### config.mk
export PLATFORM = sky130hd
export DESIGN_NAME = lut_segment_fetcher
export DESIGN_NICKNAME = d
export VERILOG_FILES = /design/src/rtl/lut_segment_fetcher.sv
export SDC_FILE = /design/constraint.sdc
export NUM_CORES = 1
export LEC_CHECK = 0
export BUFFER_PORTS_ARGS = -buffer_cell sky130_fd_sc_hd__buf_2
export CORE_MARGIN = 3
export CORE_UTILIZATION = 44
export CTS_BUF_LIST = sky130_fd_sc_hd__clkbuf_8
export DETAILED_ROUTE_END_ITERATION = 10
export PLACE_DENSITY_LB_ADDON = 0.15
export SYNTH_ARGS = -nofsm -noshare
export SYNTH_HDL_FRONTEND = slang
export SYNTH_SLANG_ARGS = --single-unit
### constraint.sdc
create_clock -name clk -period 2 [get_ports clk]
set_input_delay 0.3 -clock clk [delete_from_list [all_inputs] [get_ports clk]]
set_output_delay 0.3 -clock clk [all_outputs]
set_load 0.05 [all_outputs]
### src/rtl/lut_segment_fetcher.sv
// lut_segment_fetcher
// Front end of the piecewise-linear activation path. A signed sample x is split
// into a table index (offset binary upper bits) and a fraction (lower bits). The
// two bracketing entries are read from an internal 16-entry table through a
// single registered read port. They are then presented with the fraction to the
// downstream interpolator under a valid/ready handshake. The table is loaded
// through a write port that is open only while the block is idle.
//
// Ports:
//   clk        in   clock, rising edge
//   rst        in   synchronous active-high reset
//   x          in   signed input sample
//   in_valid   in   x valid
//   in_ready   out  block can accept x (IDLE only)
//   remaining  out  zero-extended fraction of x
//   base       out  table[addr]
//   next_data  out  table[addr+1], clamped at the last entry
//   out_valid  out  outputs valid
//   out_ready  in   downstream accepts
//   wr_en      in   table write request
//   wr_addr    in   table write address
//   wr_data    in   table write data
//   wr_ready   out  a write is accepted this cycle
module lut_segment_fetcher #(
    parameter int unsigned DATA_W = 8,
    parameter int unsigned FRAC_W = 4,
    parameter int unsigned IDX_W  = 4
) (
    input  logic              clk,
    input  logic              rst,
    input  logic [DATA_W-1:0] x,
    input  logic              in_valid,
    output logic              in_ready,
    output logic [DATA_W-1:0] remaining,
    output logic [DATA_W-1:0] base,
    output logic [DATA_W-1:0] next_data,
    output logic              out_valid,
    input  logic              out_ready,
    input  logic              wr_en,
    input  logic [IDX_W-1:0]  wr_addr,
    input  logic [DATA_W-1:0] wr_data,
    output logic              wr_ready
);

    localparam int unsigned DEPTH = 2 ** IDX_W;

    localparam logic [2:0] S_IDLE    = 3'd0;
    localparam logic [2:0] S_RD_BASE = 3'd1;
    localparam logic [2:0] S_RD_NEXT = 3'd2;
    localparam logic [2:0] S_DONE    = 3'd3;
    localparam logic [2:0] S_HOLD    = 3'd4;

    logic [2:0]        r_state;
    logic [DATA_W-1:0] r_x;
    logic [DATA_W-1:0] r_rd_data;
    logic [DATA_W-1:0] r_table [DEPTH];

    logic [IDX_W-1:0]  w_addr;
    logic [IDX_W-1:0]  w_naddr;
    logic              w_idle;

    // Inverting the sign bit maps -128..127 onto addresses 0..15 in order.
    assign w_addr  = {~r_x[DATA_W-1], r_x[DATA_W-2:FRAC_W]};
    // The top segment has no successor, so it brackets against itself.
    assign w_naddr = (w_addr == {IDX_W{1'b1}}) ? w_addr : w_addr + IDX_W'(1);

    assign w_idle   = (r_state == S_IDLE);
    assign in_ready = w_idle;
    assign wr_ready = w_idle && !rst;

    // Table storage; writes only land while idle, so a write accepted together
    // with a sample is visible to that sample's first read.
    always_ff @(posedge clk) begin
        if (rst) begin
            for (int i = 0; i < DEPTH; i++) begin
                r_table[i] <= '0;
            end
        end else if (wr_en && wr_ready) begin
            r_table[wr_addr] <= wr_data;
        end
    end

    always_ff @(posedge clk) begin
        if (rst) begin
            r_state   <= S_IDLE;
            r_x       <= '0;
            r_rd_data <= '0;
            remaining <= '0;
            base      <= '0;
            next_data <= '0;
            out_valid <= 1'b0;
        end else begin
            case (r_state)
                S_IDLE: begin
                    if (in_valid) begin
                        r_x     <= x;
                        r_state <= S_RD_BASE;
                    end
                end
                S_RD_BASE: begin
                    r_rd_data <= r_table[w_addr];
                    r_state   <= S_RD_NEXT;
                end
                S_RD_NEXT: begin
                    base      <= r_rd_data;
                    r_rd_data <= r_table[w_naddr];
                    r_state   <= S_DONE;
                end
                S_DONE: begin
                    next_data <= r_rd_data;
                    remaining <= {{(DATA_W - FRAC_W){1'b0}}, r_x[FRAC_W-1:0]};
                    out_valid <= 1'b1;
                    r_state   <= S_HOLD;
                end
                S_HOLD: begin
                    if (out_ready) begin
                        out_valid <= 1'b0;
                        r_state   <= S_IDLE;
                    end
                end
                default: begin
                    r_state <= S_IDLE;
                end
            endcase
        end
    end

endmodule

==> results of run 1 <==
[final timing paths]
| kind | start | endpoint | slack [ns] | cells after the start |
|---|---|---|---|---|
| worst max-delay path | r_x[6] | r_rd_data[3] | -0.14 | 5 |
| worst min-delay path | in_valid | r_state[0] | 0.06 | 2 |
| worst max register to register | r_x[6] | r_rd_data[3] | -0.14 | 5 |
| worst min register to register | r_x[3] | remaining[3] | 0.46 | 2 |
[cells by family (layout without fill, tap and decap cells)]
kind of cell	count (synthesis)	in the layout
multiplexers	97	97
AO/OA/AOI/OAI	120	120
other	1	4
XOR/XNOR	4	4
flip-flops	168	168
buffers and inverters	61	177
adder cells (fa/ha/maj)	1	1
AND/OR/NAND/NOR	364	364
[power by group through the flow]
stage | combinational (mW) | clock (mW) | sequential [mW]
after floorplan | 0.926 | 0 | 4.07
after global placement | 1.44 | 0 | 4.12
after detailed placement | 1.45 | 0 | 4.13
after CTS | 1.51 | 2.40 | 4.05
after global routing | 1.70 | 2.54 | 4.06
final | 1.60 | 2.38 | 4.05
[state kept, by name (all words and copies together) (netlist names)]
register / flops
base: 8
next_data: 8
out_valid: 1
r_rd_data: 8
r_state: 3
r_table: 128
r_x: 8
remaining: 4
[cell type report]
type                            instances  area (um^2)
Fill cell                            1756         9390
Sequential cell                       168         4660
Multi-Input combinational cell        590         4430
Timing Repair Buffer                  142         1110
Tap cell                              270          338
Clock buffer                           17          234
Clock inverter                         15          135
Inverter                                3         12.5
[Yosys cell counts, types with 3 or more instances]
| cell type | n |
|---|---|
| o211ai_1 | 5 |
| a221oi_1 | 4 |
| and2_1 | 131 |
| nor3b_1 | 3 |
| nand3b_1 | 5 |
| mux2i_1 | 54 |
| nor3_1 | 9 |
| a211oi_1 | 15 |
| mux4_1 | 5 |
| nand2b_1 | 5 |
| or2_2 | 16 |
| a211o_1 | 3 |
| buf_4 | 9 |
| nand3_1 | 23 |
| edfxtp_1 | 128 |
| nand4_1 | 3 |
| mux4_2 | 30 |
| dfxtp_1 | 40 |
| a2111oi_0 | 3 |
| nor2b_1 | 8 |
| mux2_2 | 7 |
| a31oi_1 | 7 |
| a311oi_1 | 3 |
| nor2_1 | 36 |
| buf_6 | 3 |
| clkbuf_1 | 28 |
| a221o_1 | 3 |
| a21oi_1 | 45 |
| nand2_1 | 117 |
| and3b_1 | 3 |
| buf_2 | 16 |
| o21ai_0 | 17 |
[routing by layer]
layer / part of all wire / vias up
li1: - / 3177
met1: 0.43 / 3459
met2: 0.47 / 325
met3: 0.074 / 45
met4: 0.027 / 0
met5: 0 / -
[worst reg2reg max path, stage by stage (launching register included)]
cell and delay (ns):
dfxtp_4 0.40, buf_6 0.14, mux4_1 0.55, mux4_2 0.47
a22o_1 0.20, a211o_1 0.25
[what timing repair did]
action | in CTS | in global routing
setup buffers | 1 | 4
setup endpoints to repair | 8 | 46
gates resized for setup | 19 | 39
gates cloned | 1 | 0
pin swaps | 4 | 18
==> qor.txt, run 1 <==
run status - complete, but fails checks
failing checks - setup timing
synth top area cells - edfxtp_1 42%, and2_1 9.0%, dfxtp_1 8.8%
Critical Path Max Stage Delay - 0.55 ns
Buf/Inv on CP - 1
crit path cell chain - buf_6 > mux4_1 > mux4_2 > a22o_1 > a211o_1
max-slew violation count - 0
routability cong. - 0.945
DR vias/cell - 5.81
Clock transition at path regs - 0.10 ns
HPWL Detailed - 20700 um
Post-Place Setup Slack - -0.337 ns
Worst setup SP type - flip-flop
Peak VDD IR - 0.380 mV
Pwr per Cell Area - 736 mW/mm^2
Overall Power - 8.03 mW
DR iter-0 viols - 700
Cell variety after synth - 55
final setup violation count - 7
Synth area leader - edfxtp_1
GRT met2 Usage - 0.393
non-filler cells, final - 1205
clock skew - 0.0212 ns
CTS Sinks - 168
fraction of the mapped netlist area in compound gates - 0.0846
I/O pin total - 52
CTS root buf - clkbuf_8
met1 Track Usage GR - 0.347
WL final - 27400 um
initial antenna violation count - 0
synthesized area - 0.00911 mm^2
gr ovfl total - 0
final net count - 948
flops & latches, synth - 168
clock buffer depth - 2
multiplexer share of the synthesized area - 0.158
Clk Latency, worst-skew pair - 0.47 ns
fmax - 0.467 GHz
Yosys top cell area share - 0.422
sequential cell area fraction in the yosys report - 0.510
Post-synth EDFFs - 128
vias after detailed routing - 7006
period utilisation layout - 1.07
Detail Route Antenna Nets - 0
Critical-path top delay cell - mux4_1
Psw - 2.34 mW
row cnt - 52
Layout area overhead - 19.8%
Setup crit end kind - flip-flop
gr busiest metal - met2
hold_ws - 0.0638 ns
die area - 0.0225 mm^2
cts bufs inserted - 17
number of max-cap violations - 0
simple-gate share of the synthesized area - 0.207
H-Tree Depth - 4
clock power share - 0.296
DIE HEIGHT - 150 um
share of synthesized registers carrying an async set or reset - 0
number of global-route vias before repair - 6822
Mean Syn Cell Area - 11.2 um^2
combinational family with the most area after synthesis - simple AND/OR/NAND/NOR gates
combinational share of power - 0.199
Yosys warnings - 0
Leak - 4.04 nW
Detailed Routing Iterations Pass 1 - 8
IO buf count - 47
number of remaining DRC errors - 0
Req. time, crit path - 2.36 ns
Post-CTS Hold Buffers - 0
Mapped Cells - 816
worst min path class - primary input to flip-flop
switching share of power - 0.292
met3 usage - 0.0460
Slew @ Worst Pin - 0.605 ns
die width - 150 um
relative slew slack - 0.597
final instance area - 0.0109 mm^2
gr usage total - 0.248
share of cells above drive strength 1 - 0.282
placed insts - 1167
crit path max fanout - 6
area of placed instances - 0.0102 mm^2
minimum clock period - 2.14 ns
Final Hold Viols - 0
commonest non-fill, non-tap cell in the layout - and2_1
initial core utilization - 0.449
Fin Setup TNS - -0.517 ns
Synth Area in Adders - 0.00137
Seq pwr share - 0.505
Crit Path Category - flip-flop to flip-flop
Core ar. - 0.0203 mm^2
commonest cells after routing, fill and taps aside - 131 x and2_1, 128 x edfxtp_1, 116 x nand2_1
first-pass GRT wire length - 41000 um
final design utilization - 0.537
CP Data Arrival Time - 2.50 ns
setup ws final - -0.140 ns
largest net degree at the start of global routing - 50
Top FF cell, synth - edfxtp_1
ANT cells - 0
Internal Power - 5.69 mW
Top delay family on crit path - multiplexers
CTS tree - yes
RSZ-0062 raised after global routing - true
Post-Synth XOR/XNOR Area - 0.00549
post-DR wirelength/cell - 22.8 um
No activity file was read; power rests on OpenSTA's default activity.
==> run 2, diff against run 1 <==
Clock period 2 ns to 2.7 ns, I/O delays scaled along.
==> run 2 against run 1 <==
Effect of this change:
- the run now ends clean
- first-iteration DRC count down 9.1%
- sequential power down 26%
- power down 29%
- combinational power down 40%
- routed wire length down 3.7%
- core utilization down 4.0 points
- final cell count down 4.3%
- fmax down 15%
- sequential share of layout area up 3.3 points
- critical path type unchanged
- critical endpoint is now r_rd_data[7]
==> qor.txt, run 2 (synthesis gave the netlist of run 1 again) <==
run status - finished clean (was complete, but fails checks)
worst min path class - primary input to flip-flop (unchanged)
Leak - 3.70 nW (was 4.04 nW)
H-Tree Depth - 4 (unchanged)
CTS Sinks - 168 (unchanged)
RSZ-0062 raised after global routing - false (was true)
commonest cells after routing, fill and taps aside - 131 x and2_1, 128 x edfxtp_1, 117 x nand2_1 (was 131 x and2_1, 128 x edfxtp_1, 116 x nand2_1)
fillers - 1876 (was 1756)
Top delay family on crit path - multiplexers (unchanged)
Critical-path top delay cell - mux4_2 (was mux4_1)
Reg with most FFs - r_table (unchanged)
placed insts - 1121 (was 1167)
clock power share - 0.305 (was 0.296)
die area - 0.0225 mm^2 (unchanged)
initial core utilization - 0.449 (unchanged)
Critical Path Max Stage Delay - 0.58 ns (was 0.55 ns)
hold_ws - 0.161 ns (was 0.0638 ns)
Internal Power - 3.99 mW (was 5.69 mW)
Req. time, crit path - 3.05 ns (was 2.36 ns)
CTS tree - yes (unchanged)
final setup violation count - 0 (was 7)
Peak VDD IR - 0.295 mV (was 0.380 mV)
clock buffer depth - 2 (unchanged)
IO buf count - 47 (unchanged)
DR iter-0 viols - 636 (was 700)
CTS root buf - clkbuf_8 (unchanged)
Detail Route Antenna Nets - 0 (unchanged)
routability cong. - 0.941 (was 0.945)
non-filler cells, final - 1153 (was 1205)
Final Hold Viols - 0 (unchanged)
final instance area - 0.0101 mm^2 (was 0.0109 mm^2)
crit path max fanout - 22 (was 6)
DIE HEIGHT - 150 um (unchanged)
Layout area overhead - 10.9% (was 19.8%)
Post-Place Setup Slack - 0.147 ns (was -0.337 ns)
switching share of power - 0.299 (was 0.292)
clock skew - 0.0129 ns (was 0.0212 ns)
CP Data Arrival Time - 2.87 ns (was 2.50 ns)
Seq pwr share - 0.528 (was 0.505)
Setup crit end kind - flip-flop (unchanged)
final design utilization - 0.498 (was 0.537)
Buf/Inv on CP - 1 (unchanged)
max reg flops - 128 (unchanged)
minimum clock period - 2.52 ns (was 2.14 ns)
Pwr per Cell Area - 564 mW/mm^2 (was 736 mW/mm^2)
Overall Power - 5.70 mW (was 8.03 mW)
DR vias/cell - 5.84 (was 5.81)
Crit Path Category - flip-flop to flip-flop (unchanged)
largest net degree at the start of global routing - 52 (was 50)
period utilisation layout - 0.932 (was 1.07)
combinational share of power - 0.167 (was 0.199)
initial antenna violation count - 0 (unchanged)
Slew @ Worst Pin - 0.780 ns (was 0.605 ns)
Clk Latency, worst-skew pair - 0.48 ns (was 0.47 ns)
Fin Setup TNS - 0 ns (was -0.517 ns)
Core ar. - 0.0203 mm^2 (unchanged)
first-pass GRT wire length - 38900 um (was 41000 um)
ANT cells - 0 (unchanged)
gr usage total - 0.238 (was 0.248)
I/O pin total - 52 (unchanged)
number of remaining DRC errors - 0 (unchanged)
max-slew violation count - 0 (unchanged)
area of placed instances - 0.00974 mm^2 (was 0.0102 mm^2)
Detailed Routing Iterations Pass 1 - 5 (was 8)
Worst setup SP type - flip-flop (unchanged)
WL final - 26400 um (was 27400 um)
cts bufs inserted - 17 (unchanged)
final net count - 896 (was 948)
crit path cell chain - ha_1 > and3b_1 > xnor2_2 > buf_4 > mux4_2 > o21ai_0 > nand3_1 (was buf_6 > mux4_1 > mux4_2 > a22o_1 > a211o_1)
Psw - 1.70 mW (was 2.34 mW)
Clock transition at path regs - 0.10 ns (about the same)
die width - 150 um (unchanged)
HPWL Detailed - 19500 um (was 20700 um)
relative slew slack - 0.475 (was 0.597)
number of global-route vias before repair - 6298 (was 6822)
share of cells above drive strength 1 - 0.203 (was 0.282)
gr ovfl total - 0 (unchanged)
row cnt - 52 (unchanged)
commonest non-fill, non-tap cell in the layout - and2_1 (unchanged)
number of max-cap violations - 0 (unchanged)
setup ws final - 0.184 ns (was -0.140 ns)
post-DR wirelength/cell - 22.9 um (was 22.8 um)
vias after detailed routing - 6730 (was 7006)
fmax - 0.397 GHz (was 0.467 GHz)
run 2: cell types whose count changed in the layout (fill, tap and decap cells not counted), sizes merged:
cell	before	now
buf	140	90
clkinv	9	5
inv	5	8
clkinvlp	2	4
bufbuf	1	0
bufinv	2	1
clkbuf	18	17
run 2: layout make-up:
cell class	count	area [um^2]	area share
clock inverter	15	130	0.0129
sequential	168	4650	0.460
tap	270	338	0.0334
inverter	3	11.3	0.00111
multi-input combinational	590	4170	0.413
clock buffer	17	234	0.0232
timing repair buffer	90	571	0.0565
run 2: power groups by stage:
stage	Sequential (mW)	Combinational, mW	Clock [mW]
after floorplan	3.02	0.661	0
after global placement	3.06	0.939	0
after detailed placement	3.06	0.945	0
after CTS	3.01	0.948	1.76
after global routing	3.02	1.02	1.86
final	3.01	0.953	1.74
run 2: worst paths after layout:
path	from	end	slack [ns]	cells past startpoint
min reg2reg	base[0]	base[0]	0.46	2
min	in_valid	r_state[0]	0.16	2
max	r_x[5]	r_rd_data[7]	0.18	7
max reg2reg	r_x[5]	r_rd_data[7]	0.18	7
run 2: what timing repair did:
| action | 4_1_cts | 5_1_grt |
|---|---|---|
| hold buffers | 0 | 0 |
| setup buffers | 0 | 0 |
| resized for setup | 0 | 1 |
| endpoints found under the setup margin | 0 | 1 |
run 2: routing by layer:
| layer | vias up | routed length (um) | global-route usage |
|---|---|---|---|
| met5 | - | 0 | 0 |
| met1 | 3324 | 11700 | 0.336 |
| met4 | 0 | 602 | 0.0695 |
| li1 | 3082 | - | - |
| met3 | 44 | 1950 | 0.0433 |
| met2 | 280 | 12200 | 0.377 |
==> run 3, diff against run 2 <==
Settings changed: CORE_UTILIZATION 44 to 49.
==> run 3 against run 2 <==
Effect of this change:
- clock skew grew 0.0021 ns
- highest routed layer unchanged
- critical path type unchanged
- global-route usage up 2.9 points
- sequential share of layout area is 0.21 points lower
- cell area increased by 0.41%
- setup slack better by 0.11 ns
- largest power group unchanged
- register-to-register slack better by 0.11 ns
- die area down 9.8%
==> qor.txt, run 3 (synthesis gave the netlist of run 1 again) <==
run status - finished clean (unchanged)
final instance area - 0.0101 mm^2 (about the same)
routability cong. - 0.918 (was 0.941)
Critical-path top delay cell - dfxtp_2 (was mux4_2)
die width - 142 um (was 150 um)
gr ovfl total - 0 (unchanged)
initial core utilization - 0.504 (was 0.449)
Critical Path Max Stage Delay - 0.61 ns (was 0.58 ns)
area of placed instances - 0.00973 mm^2 (was 0.00974 mm^2)
Leak - 3.78 nW (was 3.70 nW)
fmax - 0.415 GHz (was 0.397 GHz)
HPWL Detailed - 19900 um (was 19500 um)
Buf/Inv on CP - 1 (unchanged)
switching share of power - 0.282 (was 0.299)
period utilisation layout - 0.892 (was 0.932)
CTS Sinks - 168 (unchanged)
Core ar. - 0.0181 mm^2 (was 0.0203 mm^2)
Slew @ Worst Pin - 0.700 ns (was 0.780 ns)
initial antenna violation count - 0 (unchanged)
number of global-route vias before repair - 6581 (was 6298)
Psw - 1.66 mW (was 1.70 mW)
row cnt - 49 (was 52)
minimum clock period - 2.41 ns (was 2.52 ns)
Req. time, crit path - 3.08 ns (was 3.05 ns)
Internal Power - 4.22 mW (was 3.99 mW)
commonest non-fill, non-tap cell in the layout - and2_1 (unchanged)
crit path cell chain - buf_4 > nand3_1 > mux2i_2 > nand3_1 > a211oi_1 > a22oi_1 > o2111ai_1 (was ha_1 > and3b_1 > xnor2_2 > buf_4 > mux4_2 > o21ai_0 > nand3_1)
DIE HEIGHT - 142 um (was 150 um)
commonest cells after routing, fill and taps aside - 131 x and2_1, 128 x edfxtp_1, 117 x nand2_1 (unchanged)
H-Tree Depth - 4 (unchanged)
Setup crit end kind - flip-flop (unchanged)
gr usage total - 0.267 (was 0.238)
largest net degree at the start of global routing - 49 (was 52)
clock skew - 0.0150 ns (was 0.0129 ns)
Top delay family on crit path - flip-flops (was multiplexers)
Worst setup SP type - flip-flop (unchanged)
placed insts - 1086 (was 1121)
Seq pwr share - 0.511 (was 0.528)
combinational share of power - 0.164 (was 0.167)
Reg with most FFs - r_table (unchanged)
CP Data Arrival Time - 2.79 ns (was 2.87 ns)
CTS resizes - 0 (unchanged)
relative slew slack - 0.528 (was 0.475)
met3 usage - 0.0581 (was 0.0433)
vias after detailed routing - 6789 (was 6730)
worst min path class - primary input to flip-flop (unchanged)
CTS tree - yes (unchanged)
clock power share - 0.324 (was 0.305)
setup ws final - 0.293 ns (was 0.184 ns)
met1 Track Usage GR - 0.372 (was 0.336)
final setup violation count - 0 (unchanged)
Detailed Routing Iterations Pass 1 - 5 (unchanged)
Fin Setup TNS - 0 ns (unchanged)
post-DR wirelength/cell - 23.7 um (was 22.9 um)
DR vias/cell - 6.07 (was 5.84)
share of cells above drive strength 1 - 0.209 (was 0.203)
IO buf count - 47 (unchanged)
max reg flops - 128 (unchanged)
gr busiest metal - met2 (unchanged)
GRT met2 Usage - 0.415 (was 0.377)
Layout area overhead - 11.4% (was 10.9%)
clock buffer depth - 2 (unchanged)
number of remaining DRC errors - 0 (unchanged)
Clk Latency, worst-skew pair - 0.46 ns (was 0.48 ns)
die area - 0.0203 mm^2 (was 0.0225 mm^2)
I/O pin total - 52 (unchanged)
Crit Path Category - flip-flop to flip-flop (unchanged)
CP most frequent cell - nand3_1
DR iter-0 viols - 791 (was 636)
Detail Route Antenna Nets - 0 (unchanged)
Setup Buffers After CTS - 0 (unchanged)
Final Hold Viols - 0 (unchanged)
Post-CTS Hold Buffers - 0 (unchanged)
RSZ-0062 raised after global routing - false (unchanged)
number of max-cap violations - 0 (unchanged)
CTS root buf - clkbuf_8 (unchanged)
non-filler cells, final - 1118 (was 1153)
crit path max fanout - 16 (was 22)
max-slew violation count - 0 (unchanged)
ANT cells - 0 (unchanged)
cts bufs inserted - 17 (unchanged)
WL final - 26500 um (was 26400 um)
first-pass GRT wire length - 39800 um (was 38900 um)
Post-Place Setup Slack - 0.401 ns (was 0.147 ns)
Clock transition at path regs - 0.10 ns (about the same)
Pwr per Cell Area - 580 mW/mm^2 (was 564 mW/mm^2)
Overall Power - 5.88 mW (was 5.70 mW)
final net count - 902 (was 896)
Peak VDD IR - 0.301 mV (was 0.295 mV)
## run 3: per-layer routing
metal / wire [um] / vias to the layer above
met2: 12100 / 338
met5: 0 / -
li1: - / 3088
met4: 964 / 0
met3: 2140 / 66
met1: 11200 / 3297
## run 3: power by group through the flow
stage	clock, mW	sequential (mW)	combinational [mW]
finish	1.91	3.01	0.966
global placement	0	3.06	0.941
detailed placement	0	3.06	0.953
CTS	1.93	3.00	0.956
global route	2.03	3.02	1.04
floorplan	0	3.02	0.661
## run 3: layout make-up
class | count | area, um^2
fill | 1514 | 7940
timing repair buffer | 96 | 616
clock inverter | 13 | 153
clock buffer | 19 | 262
inverter | 3 | 11.3
tap | 229 | 287
sequential | 168 | 4650
multi-input combinational | 590 | 4170
## run 3: path summary, 6_finish.rpt
kind / from / to / slack, ns / depth (start not counted)
worst max-delay path: r_x[6] / r_rd_data[2] / 0.29 / 7
worst min-delay path: in_valid / r_state[0] / 0.18 / 2
worst max register to register: r_x[6] / r_rd_data[2] / 0.29 / 7
worst min register to register: next_data[0] / next_data[0] / 0.45 / 2
## run 3: through the flow
step	utilization	hold slack (ns)
finish	0.561	0.180
global route	0.561	0.164
CTS	0.561	0.155
detailed placement	0.538	0.444
global placement	0.538	0.440
floorplan	-	0.432
## run 3: worst register-to-register path, delay by kind of cell (launching register included)
kind	cells	cell delay, ns
AOI/OAI and AO/OA	3	0.57
buffers and inverters	1	0.29
DFF	1	0.61
muxes	1	0.42
and+or+nand+nor	2	0.44
